## config.mk

```make
export PLATFORM = sky130hd
export DESIGN_NAME = arc4_sched_flat
export DESIGN_NICKNAME = d
export VERILOG_FILES = /design/src/rtl/arc4_sched_pkg.sv /design/src/rtl/arc4_sched_if.sv /design/src/rtl/arc4_sched_port_mux.sv /design/src/rtl/arc4_sched.sv /design/src/flat_wrapper.sv
export SDC_FILE = /design/constraint.sdc
export NUM_CORES = 1
export LEC_CHECK = 0
export CAP_MARGIN = 25
export CORE_MARGIN = 2
export CORE_UTILIZATION = 28
export CTS_CLUSTER_DIAMETER = 60
export DETAILED_ROUTE_END_ITERATION = 7
export DONT_BUFFER_PORTS = 1
export PLACE_DENSITY = 0.38
export SLEW_MARGIN = 20
export SYNTH_ARGS = -nofsm -noshare
export SYNTH_HDL_FRONTEND = slang
export SYNTH_HIERARCHICAL = 1
export SYNTH_SLANG_ARGS = --single-unit
```

## constraint.sdc

```tcl
create_clock -name clk -period 2.48 [get_ports clk]
set_input_delay 0.496 -clock clk [delete_from_list [all_inputs] [get_ports clk]]
set_output_delay 0.496 -clock clk [all_outputs]
set_load 0.1 [all_outputs]
```

## src/rtl/arc4_sched_pkg.sv

```systemverilog
// arc4_pkg: state encoding, phase ownership codes and S-memory geometry shared by
// the ARC4 phase scheduler, its client-port mux and its interface.
package arc4_pkg;

    localparam int S_DEPTH            = 256;
    localparam int S_AW               = $clog2(S_DEPTH);
    localparam int DW                 = 8;
    localparam int DEF_TIMEOUT_CYCLES = 1024;

    typedef logic [1:0] phase_t;

    localparam phase_t PH_NONE = 2'd0;
    localparam phase_t PH_INIT = 2'd1;
    localparam phase_t PH_KSA  = 2'd2;
    localparam phase_t PH_PRGA = 2'd3;

    typedef enum logic [3:0] {
        IDLE,
        START_INIT,
        WAIT_INIT,
        START_KSA,
        WAIT_KSA,
        START_PRGA,
        WAIT_PRGA,
        DONE,
        ERROR
    } state_t;

    // Owner of the shared S-memory port for a given scheduler state.
    function automatic phase_t state_phase(input state_t s);
        phase_t ph;
        ph = PH_NONE;
        case (s)
            START_INIT, WAIT_INIT: ph = PH_INIT;
            START_KSA,  WAIT_KSA:  ph = PH_KSA;
            START_PRGA, WAIT_PRGA: ph = PH_PRGA;
            default:               ph = PH_NONE;
        endcase
        return ph;
    endfunction

    function automatic logic is_start(input state_t s);
        return (s == START_INIT) || (s == START_KSA) || (s == START_PRGA);
    endfunction

endpackage

```

## src/rtl/arc4_sched_if.sv

```systemverilog
// arc4_sched_if: host handshake, three client handshakes/S-memory ports and the
// shared S-memory port of the ARC4 scheduler. slave = scheduler side.
interface arc4_sched_if;
    import arc4_pkg::*;

    logic            en;
    logic            rdy;
    phase_t          phase;
    logic            err;

    logic            init_en,  ksa_en,  prga_en;
    logic            init_rdy, ksa_rdy, prga_rdy;

    logic [S_AW-1:0] init_addr,   ksa_addr,   prga_addr;
    logic [DW-1:0]   init_wrdata, ksa_wrdata, prga_wrdata;
    logic            init_wren,   ksa_wren,   prga_wren;

    logic [S_AW-1:0] s_addr;
    logic [DW-1:0]   s_wrdata;
    logic            s_wren;

    modport slave (
        input  en,
        input  init_rdy, ksa_rdy, prga_rdy,
        input  init_addr, ksa_addr, prga_addr,
        input  init_wrdata, ksa_wrdata, prga_wrdata,
        input  init_wren, ksa_wren, prga_wren,
        output rdy, phase, err,
        output init_en, ksa_en, prga_en,
        output s_addr, s_wrdata, s_wren
    );

    modport master (
        output en,
        output init_rdy, ksa_rdy, prga_rdy,
        output init_addr, ksa_addr, prga_addr,
        output init_wrdata, ksa_wrdata, prga_wrdata,
        output init_wren, ksa_wren, prga_wren,
        input  rdy, phase, err,
        input  init_en, ksa_en, prga_en,
        input  s_addr, s_wrdata, s_wren
    );

endinterface

```

## src/rtl/arc4_sched_port_mux.sv

```systemverilog
// arc4_port_mux: routes the owning client's S-memory port to the shared port;
// non-owners, including their write enables, never reach it.
module arc4_port_mux
    import arc4_pkg::*;
(
    input  phase_t          phase_i,
    input  logic [S_AW-1:0] init_addr_i,
    input  logic [DW-1:0]   init_wrdata_i,
    input  logic            init_wren_i,
    input  logic [S_AW-1:0] ksa_addr_i,
    input  logic [DW-1:0]   ksa_wrdata_i,
    input  logic            ksa_wren_i,
    input  logic [S_AW-1:0] prga_addr_i,
    input  logic [DW-1:0]   prga_wrdata_i,
    input  logic            prga_wren_i,
    output logic [S_AW-1:0] s_addr_o,
    output logic [DW-1:0]   s_wrdata_o,
    output logic            s_wren_o
);

    always_comb begin
        // NOTE: every output gets a default before the case so no path leaves it unassigned (no latch).
        s_addr_o   = '0;
        s_wrdata_o = '0;
        s_wren_o   = 1'b0;
        case (phase_i)
            PH_INIT: begin
                s_addr_o   = init_addr_i;
                s_wrdata_o = init_wrdata_i;
                s_wren_o   = init_wren_i;
            end
            PH_KSA: begin
                s_addr_o   = ksa_addr_i;
                s_wrdata_o = ksa_wrdata_i;
                s_wren_o   = ksa_wren_i;
            end
            PH_PRGA: begin
                s_addr_o   = prga_addr_i;
                s_wrdata_o = prga_wrdata_i;
                s_wren_o   = prga_wren_i;
            end
            default: ;
        endcase
    end

endmodule

```

## src/rtl/arc4_sched.sv

```systemverilog
// arc4_sched: sequences the init -> ksa -> prga clients and grants each the shared
// S-memory port in turn. Optional per-phase watchdog: define ARC4_SCHED_TIMEOUT_EN.
module arc4_sched
    import arc4_pkg::*;
#(
    parameter int TIMEOUT_CYCLES = DEF_TIMEOUT_CYCLES
) (
    input  logic        clk,
    input  logic        rst,
    arc4_sched_if.slave bus
);

    state_t state_q, state_d;
    logic   seen_busy_q, seen_busy_d;
    logic   cur_rdy;

`ifdef ARC4_SCHED_TIMEOUT_EN
    localparam int CNT_W = $clog2(TIMEOUT_CYCLES + 1);
    logic [CNT_W-1:0] cnt_q, cnt_d;
    logic             err_q, err_d;
`endif

    assign bus.phase = state_phase(state_q);

    assign cur_rdy = (bus.phase == PH_INIT) ? bus.init_rdy :
                     (bus.phase == PH_KSA)  ? bus.ksa_rdy  :
                     (bus.phase == PH_PRGA) ? bus.prga_rdy : 1'b0;

    always_comb begin
        state_d     = state_q;
        seen_busy_d = seen_busy_q;
        bus.rdy     = 1'b0;
        bus.init_en = 1'b0;
        bus.ksa_en  = 1'b0;
        bus.prga_en = 1'b0;

        unique case (state_q)
            IDLE: begin
                bus.rdy = 1'b1;
                if (bus.en) state_d = START_INIT;
            end
            START_INIT: if (bus.init_rdy) begin
                bus.init_en = 1'b1;
                seen_busy_d = 1'b0;
                state_d     = WAIT_INIT;
            end
            START_KSA: if (bus.ksa_rdy) begin
                bus.ksa_en  = 1'b1;
                seen_busy_d = 1'b0;
                state_d     = WAIT_KSA;
            end
            START_PRGA: if (bus.prga_rdy) begin
                bus.prga_en = 1'b1;
                seen_busy_d = 1'b0;
                state_d     = WAIT_PRGA;
            end
            // A client still high from before its start pulse must first be seen busy.
            WAIT_INIT, WAIT_KSA, WAIT_PRGA: begin
                if (!cur_rdy) begin
                    seen_busy_d = 1'b1;
                end else if (seen_busy_q) begin
                    state_d = (state_q == WAIT_INIT) ? START_KSA  :
                              (state_q == WAIT_KSA)  ? START_PRGA : DONE;
                end
            end
            DONE:    state_d = IDLE;
            ERROR:   state_d = ERROR;
            default: state_d = IDLE;
        endcase

`ifdef ARC4_SCHED_TIMEOUT_EN
        cnt_d = cnt_q;
        err_d = err_q;
        if (bus.phase != PH_NONE) begin
            cnt_d = cnt_q + 1'b1;
            if (cnt_d == CNT_W'(TIMEOUT_CYCLES)) begin
                state_d     = ERROR;
                err_d       = 1'b1;
                bus.init_en = 1'b0;
                bus.ksa_en  = 1'b0;
                bus.prga_en = 1'b0;
            end
        end
        if (is_start(state_d) && (state_d != state_q)) cnt_d = '0;
`endif
    end

    // NOTE: reset is asynchronous and only the control registers need it; outputs follow state_q.
    always_ff @(posedge clk or posedge rst) begin
        if (rst) begin
            state_q     <= IDLE;
            seen_busy_q <= 1'b0;
        end else begin
            // NOTE: non-blocking updates so every register samples pre-edge values.
            state_q     <= state_d;
            seen_busy_q <= seen_busy_d;
        end
    end

`ifdef ARC4_SCHED_TIMEOUT_EN
    always_ff @(posedge clk or posedge rst) begin
        if (rst) begin
            cnt_q <= '0;
            err_q <= 1'b0;
        end else begin
            cnt_q <= cnt_d;
            err_q <= err_d;
        end
    end

    assign bus.err = err_q;
`else
    assign bus.err = 1'b0;
`endif

    arc4_port_mux u_port_mux (
        .phase_i       (bus.phase),
        .init_addr_i   (bus.init_addr),
        .init_wrdata_i (bus.init_wrdata),
        .init_wren_i   (bus.init_wren),
        .ksa_addr_i    (bus.ksa_addr),
        .ksa_wrdata_i  (bus.ksa_wrdata),
        .ksa_wren_i    (bus.ksa_wren),
        .prga_addr_i   (bus.prga_addr),
        .prga_wrdata_i (bus.prga_wrdata),
        .prga_wren_i   (bus.prga_wren),
        .s_addr_o      (bus.s_addr),
        .s_wrdata_o    (bus.s_wrdata),
        .s_wren_o      (bus.s_wren)
    );

endmodule
```

## src/flat_wrapper.sv

```systemverilog
// flat-port wrapper written by rule: the top's interface ports become plain ports
module arc4_sched_flat import arc4_pkg::*;
#(
    parameter int TIMEOUT_CYCLES = DEF_TIMEOUT_CYCLES
)
  (clk, rst, bus_en, bus_init_rdy, bus_ksa_rdy, bus_prga_rdy, bus_init_addr, bus_ksa_addr, bus_prga_addr, bus_init_wrdata, bus_ksa_wrdata, bus_prga_wrdata, bus_init_wren, bus_ksa_wren, bus_prga_wren, bus_rdy, bus_phase, bus_err, bus_init_en, bus_ksa_en, bus_prga_en, bus_s_addr, bus_s_wrdata, bus_s_wren);
  arc4_sched_if bus_i ();
  input  logic clk;
  input  logic rst;
  input wire logic [$bits(bus_i.en)-1:0] bus_en;
  input wire logic [$bits(bus_i.init_rdy)-1:0] bus_init_rdy;
  input wire logic [$bits(bus_i.ksa_rdy)-1:0] bus_ksa_rdy;
  input wire logic [$bits(bus_i.prga_rdy)-1:0] bus_prga_rdy;
  input wire logic [$bits(bus_i.init_addr)-1:0] bus_init_addr;
  input wire logic [$bits(bus_i.ksa_addr)-1:0] bus_ksa_addr;
  input wire logic [$bits(bus_i.prga_addr)-1:0] bus_prga_addr;
  input wire logic [$bits(bus_i.init_wrdata)-1:0] bus_init_wrdata;
  input wire logic [$bits(bus_i.ksa_wrdata)-1:0] bus_ksa_wrdata;
  input wire logic [$bits(bus_i.prga_wrdata)-1:0] bus_prga_wrdata;
  input wire logic [$bits(bus_i.init_wren)-1:0] bus_init_wren;
  input wire logic [$bits(bus_i.ksa_wren)-1:0] bus_ksa_wren;
  input wire logic [$bits(bus_i.prga_wren)-1:0] bus_prga_wren;
  output wire logic [$bits(bus_i.rdy)-1:0] bus_rdy;
  output wire logic [$bits(bus_i.phase)-1:0] bus_phase;
  output wire logic [$bits(bus_i.err)-1:0] bus_err;
  output wire logic [$bits(bus_i.init_en)-1:0] bus_init_en;
  output wire logic [$bits(bus_i.ksa_en)-1:0] bus_ksa_en;
  output wire logic [$bits(bus_i.prga_en)-1:0] bus_prga_en;
  output wire logic [$bits(bus_i.s_addr)-1:0] bus_s_addr;
  output wire logic [$bits(bus_i.s_wrdata)-1:0] bus_s_wrdata;
  output wire logic [$bits(bus_i.s_wren)-1:0] bus_s_wren;
  assign bus_i.en = bus_en;
  assign bus_i.init_rdy = bus_init_rdy;
  assign bus_i.ksa_rdy = bus_ksa_rdy;
  assign bus_i.prga_rdy = bus_prga_rdy;
  assign bus_i.init_addr = bus_init_addr;
  assign bus_i.ksa_addr = bus_ksa_addr;
  assign bus_i.prga_addr = bus_prga_addr;
  assign bus_i.init_wrdata = bus_init_wrdata;
  assign bus_i.ksa_wrdata = bus_ksa_wrdata;
  assign bus_i.prga_wrdata = bus_prga_wrdata;
  assign bus_i.init_wren = bus_init_wren;
  assign bus_i.ksa_wren = bus_ksa_wren;
  assign bus_i.prga_wren = bus_prga_wren;
  assign bus_rdy = bus_i.rdy;
  assign bus_phase = bus_i.phase;
  assign bus_err = bus_i.err;
  assign bus_init_en = bus_i.init_en;
  assign bus_ksa_en = bus_i.ksa_en;
  assign bus_prga_en = bus_i.prga_en;
  assign bus_s_addr = bus_i.s_addr;
  assign bus_s_wrdata = bus_i.s_wrdata;
  assign bus_s_wren = bus_i.s_wren;
  arc4_sched #(.TIMEOUT_CYCLES(TIMEOUT_CYCLES)) u_core (.clk(clk), .rst(rst), .bus(bus_i));
endmodule
```

==> metrics <==
CP arrival=1.88 ns; hold crit path type=input port to asynchronous set/reset pin; RR Startpoint=u_core/state_q[1]$_DFFE_PP0P_; status=finished, final reports clean; vias per inst=5.420; Syn Area/Cell=9.521 µm²; via count=775; fill cell count=264; aggregate global routing overflow=0; Reg-to-Reg End=u_core/state_q[0]$_DFFE_PP0P_; Final WS setup=0.1065 ns; total die area=3409 µm²; clk_skew=0.002758 ns; post-synth cell types=32; Register-to-Register Path Depth=5; Routed Antenna Nets=0; top post-synthesis cells by area=mux2_4, a22o_1, dfrtp_1, mux2_2, buf_6; hpwl dp=1774 µm; synthesized-area fraction occupied by adder cells=0%; layout cells sized above 1=67.86%; vias in the first global route=742; global-route wire length before repair=3215 µm; Reg area=125.1 µm²; asr flop ratio synth=100.0%; drt total wl=2297 µm; CTS H-tree lvls=1; Post-Synth Simple-Gate Area=15.11%; dpl ws=0.2017 ns; Slew Viols, Final=0; Pre-antenna DRT Iters=2; min Tclk post-route=2.373 ns; top cells by count, synth=a22o_1, mux2_4, mux2_2, dfrtp_1, nand2_1; First DRT Iteration DRCs=13; Net Count, Synth=144; die width=58.39 µm; CTS tree=built; Max Clock Freq=421.3 MHz; Setup violations, final=0; Post-route DRC=0; WL per Instance=16.06 µm; post-synthesis compound-gate area fraction=25.53%; Hold Violations, Final=0; clock-pin slew on the worst setup and hold paths=0.05 ns; gpl congestion=0.6959; Worst Setup EP=bus_s_addr[2]; Row Count=19; CP Max Fanout=10; clk buf depth=2; Antenna diodes=0; FF+latch count, synth=5; area leader, netlist=mux2_4; Post-Synthesis Cells=87; R2R Setup Slk=0.90 ns; CTS buffer count=3; maxcap violations=0; mux contribution to synthesized area=30.06%; ys flop type=dfrtp_1; area delta synth->final=68.28%; Final Net Count=170; Port Buffers=0; initial core utilization=29.78%; area of the multi-input gates=713.2 µm²; crit path from=u_core/state_q[0]$_DFFE_PP0P_; Worst EP required=1.98 ns; pin count of the biggest net entering global routing=20; period utilization=95.70%; root buf cell=clkbuf_4; CP Class=register to output pin; chip height=58.39 µm; RSZ-0062 raised after global routing=no; Std-Cell Core Area=2781 µm²; Post-synth EDFFs=0; Critical Path End Type=output pin; worst skew pair latency=0.24 ns; synth warn=6; GRT Util Overall=11.89%; CTS Hold Bufs=0; largest family of logic cells by synthesized area=multiplexers; # IOs=81; Synth top area share=18.13%; initial antenna violation count=0; Seq/Total Area, Yosys=15.11%; clk sinks=5; Mapped Area=828.3 µm²; hold slack=0.03854 ns; XOR/XNOR Fraction of Synth Area=2.115%; CP startpoint kind=register; count leader, synth=a22o_1
==> worst min path at each step <==
stage / cells past startpoint / to / start / slack, ns
global route: 1 / u_core/state_q[3]$_DFFE_PP0P_ / rst / 0.06
CTS: 1 / u_core/state_q[3]$_DFFE_PP0P_ / rst / 0.04
finish: 1 / u_core/state_q[3]$_DFFE_PP0P_ / rst / 0.04
floorplan: 1 / u_core/seen_busy_q$_DFFE_PP0P_ / rst / 0.27
global placement: 1 / u_core/state_q[2]$_DFFE_PP0P_ / rst / 0.30
detailed placement: 1 / u_core/state_q[3]$_DFFE_PP0P_ / rst / 0.30
==> cells in the final DEF, fill, tap and decap left out, types with 3 or more instances in the layout <==
cell type / instances
dfrtp_1: 5
a21oi_1: 3
o21ai_0: 3
buf_12: 18
mux2_4: 11
buf_4: 13
mux2_2: 6
clkbuf_4: 3
a22o_2: 14
nand2_1: 4
==> through the flow <==
step                      utilization [%]  TNS [ns]  instance area (µm²)  instances
final                               50.11         0                 1394        143
after global routing                50.11         0                 1394        143
after CTS                           48.81         0                 1358        142
after detailed placement            46.60         0                 1296        135
after global placement              46.60         0                 1296        135
after floorplan                         -    -6.617                908.4         87
==> critical path, stage by stage, from the launching register on <==
cell and delay (ns):
dfrtp_1 0.38, nand2_4 0.07, xor2_2 0.15, nor2_4 0.14
buf_12 0.15, mux2_2 0.34, a22o_2 0.23, buf_12 0.17
==> what timing repair did <==
action	4_1_cts	5_1_grt
endpoints found under the setup margin	17	1
setup buffers	3	0
pin swaps	0	1
gates cloned	0	1
resized for setup	0	2
==> per-layer routing <==
metal  vias up  track usage [%]  part of all wire (%)
li1        378                -                     -
met1       352            12.75                    33
met2        43            22.31                    54
met3         2            2.418                    12
met4         0            4.983                  0.61
met5         -                0                     0
==> cell families after synthesis <==
kind of cell,Yosys count
buf+inv,13
xor+xnor,2
simple gates,20
flops,5
compound gates,27
other cells,1
mux,19
==> cell type report <==
type,count,area share [%]
inverters,2,0.5386
well taps,31,2.783
clock buffers,4,1.885
flip-flops and latches,5,8.977
repair buffers,32,34.65
multi-input cells,69,51.17
==> flip-flops by register name, indices dropped and copies added (netlist names) <==
name                flops
u_core/state_q          4
u_core/seen_busy_q      1
Power is not shown: default switching activity piles up to over one toggle a cycle in this logic, so the estimate is an artifact.
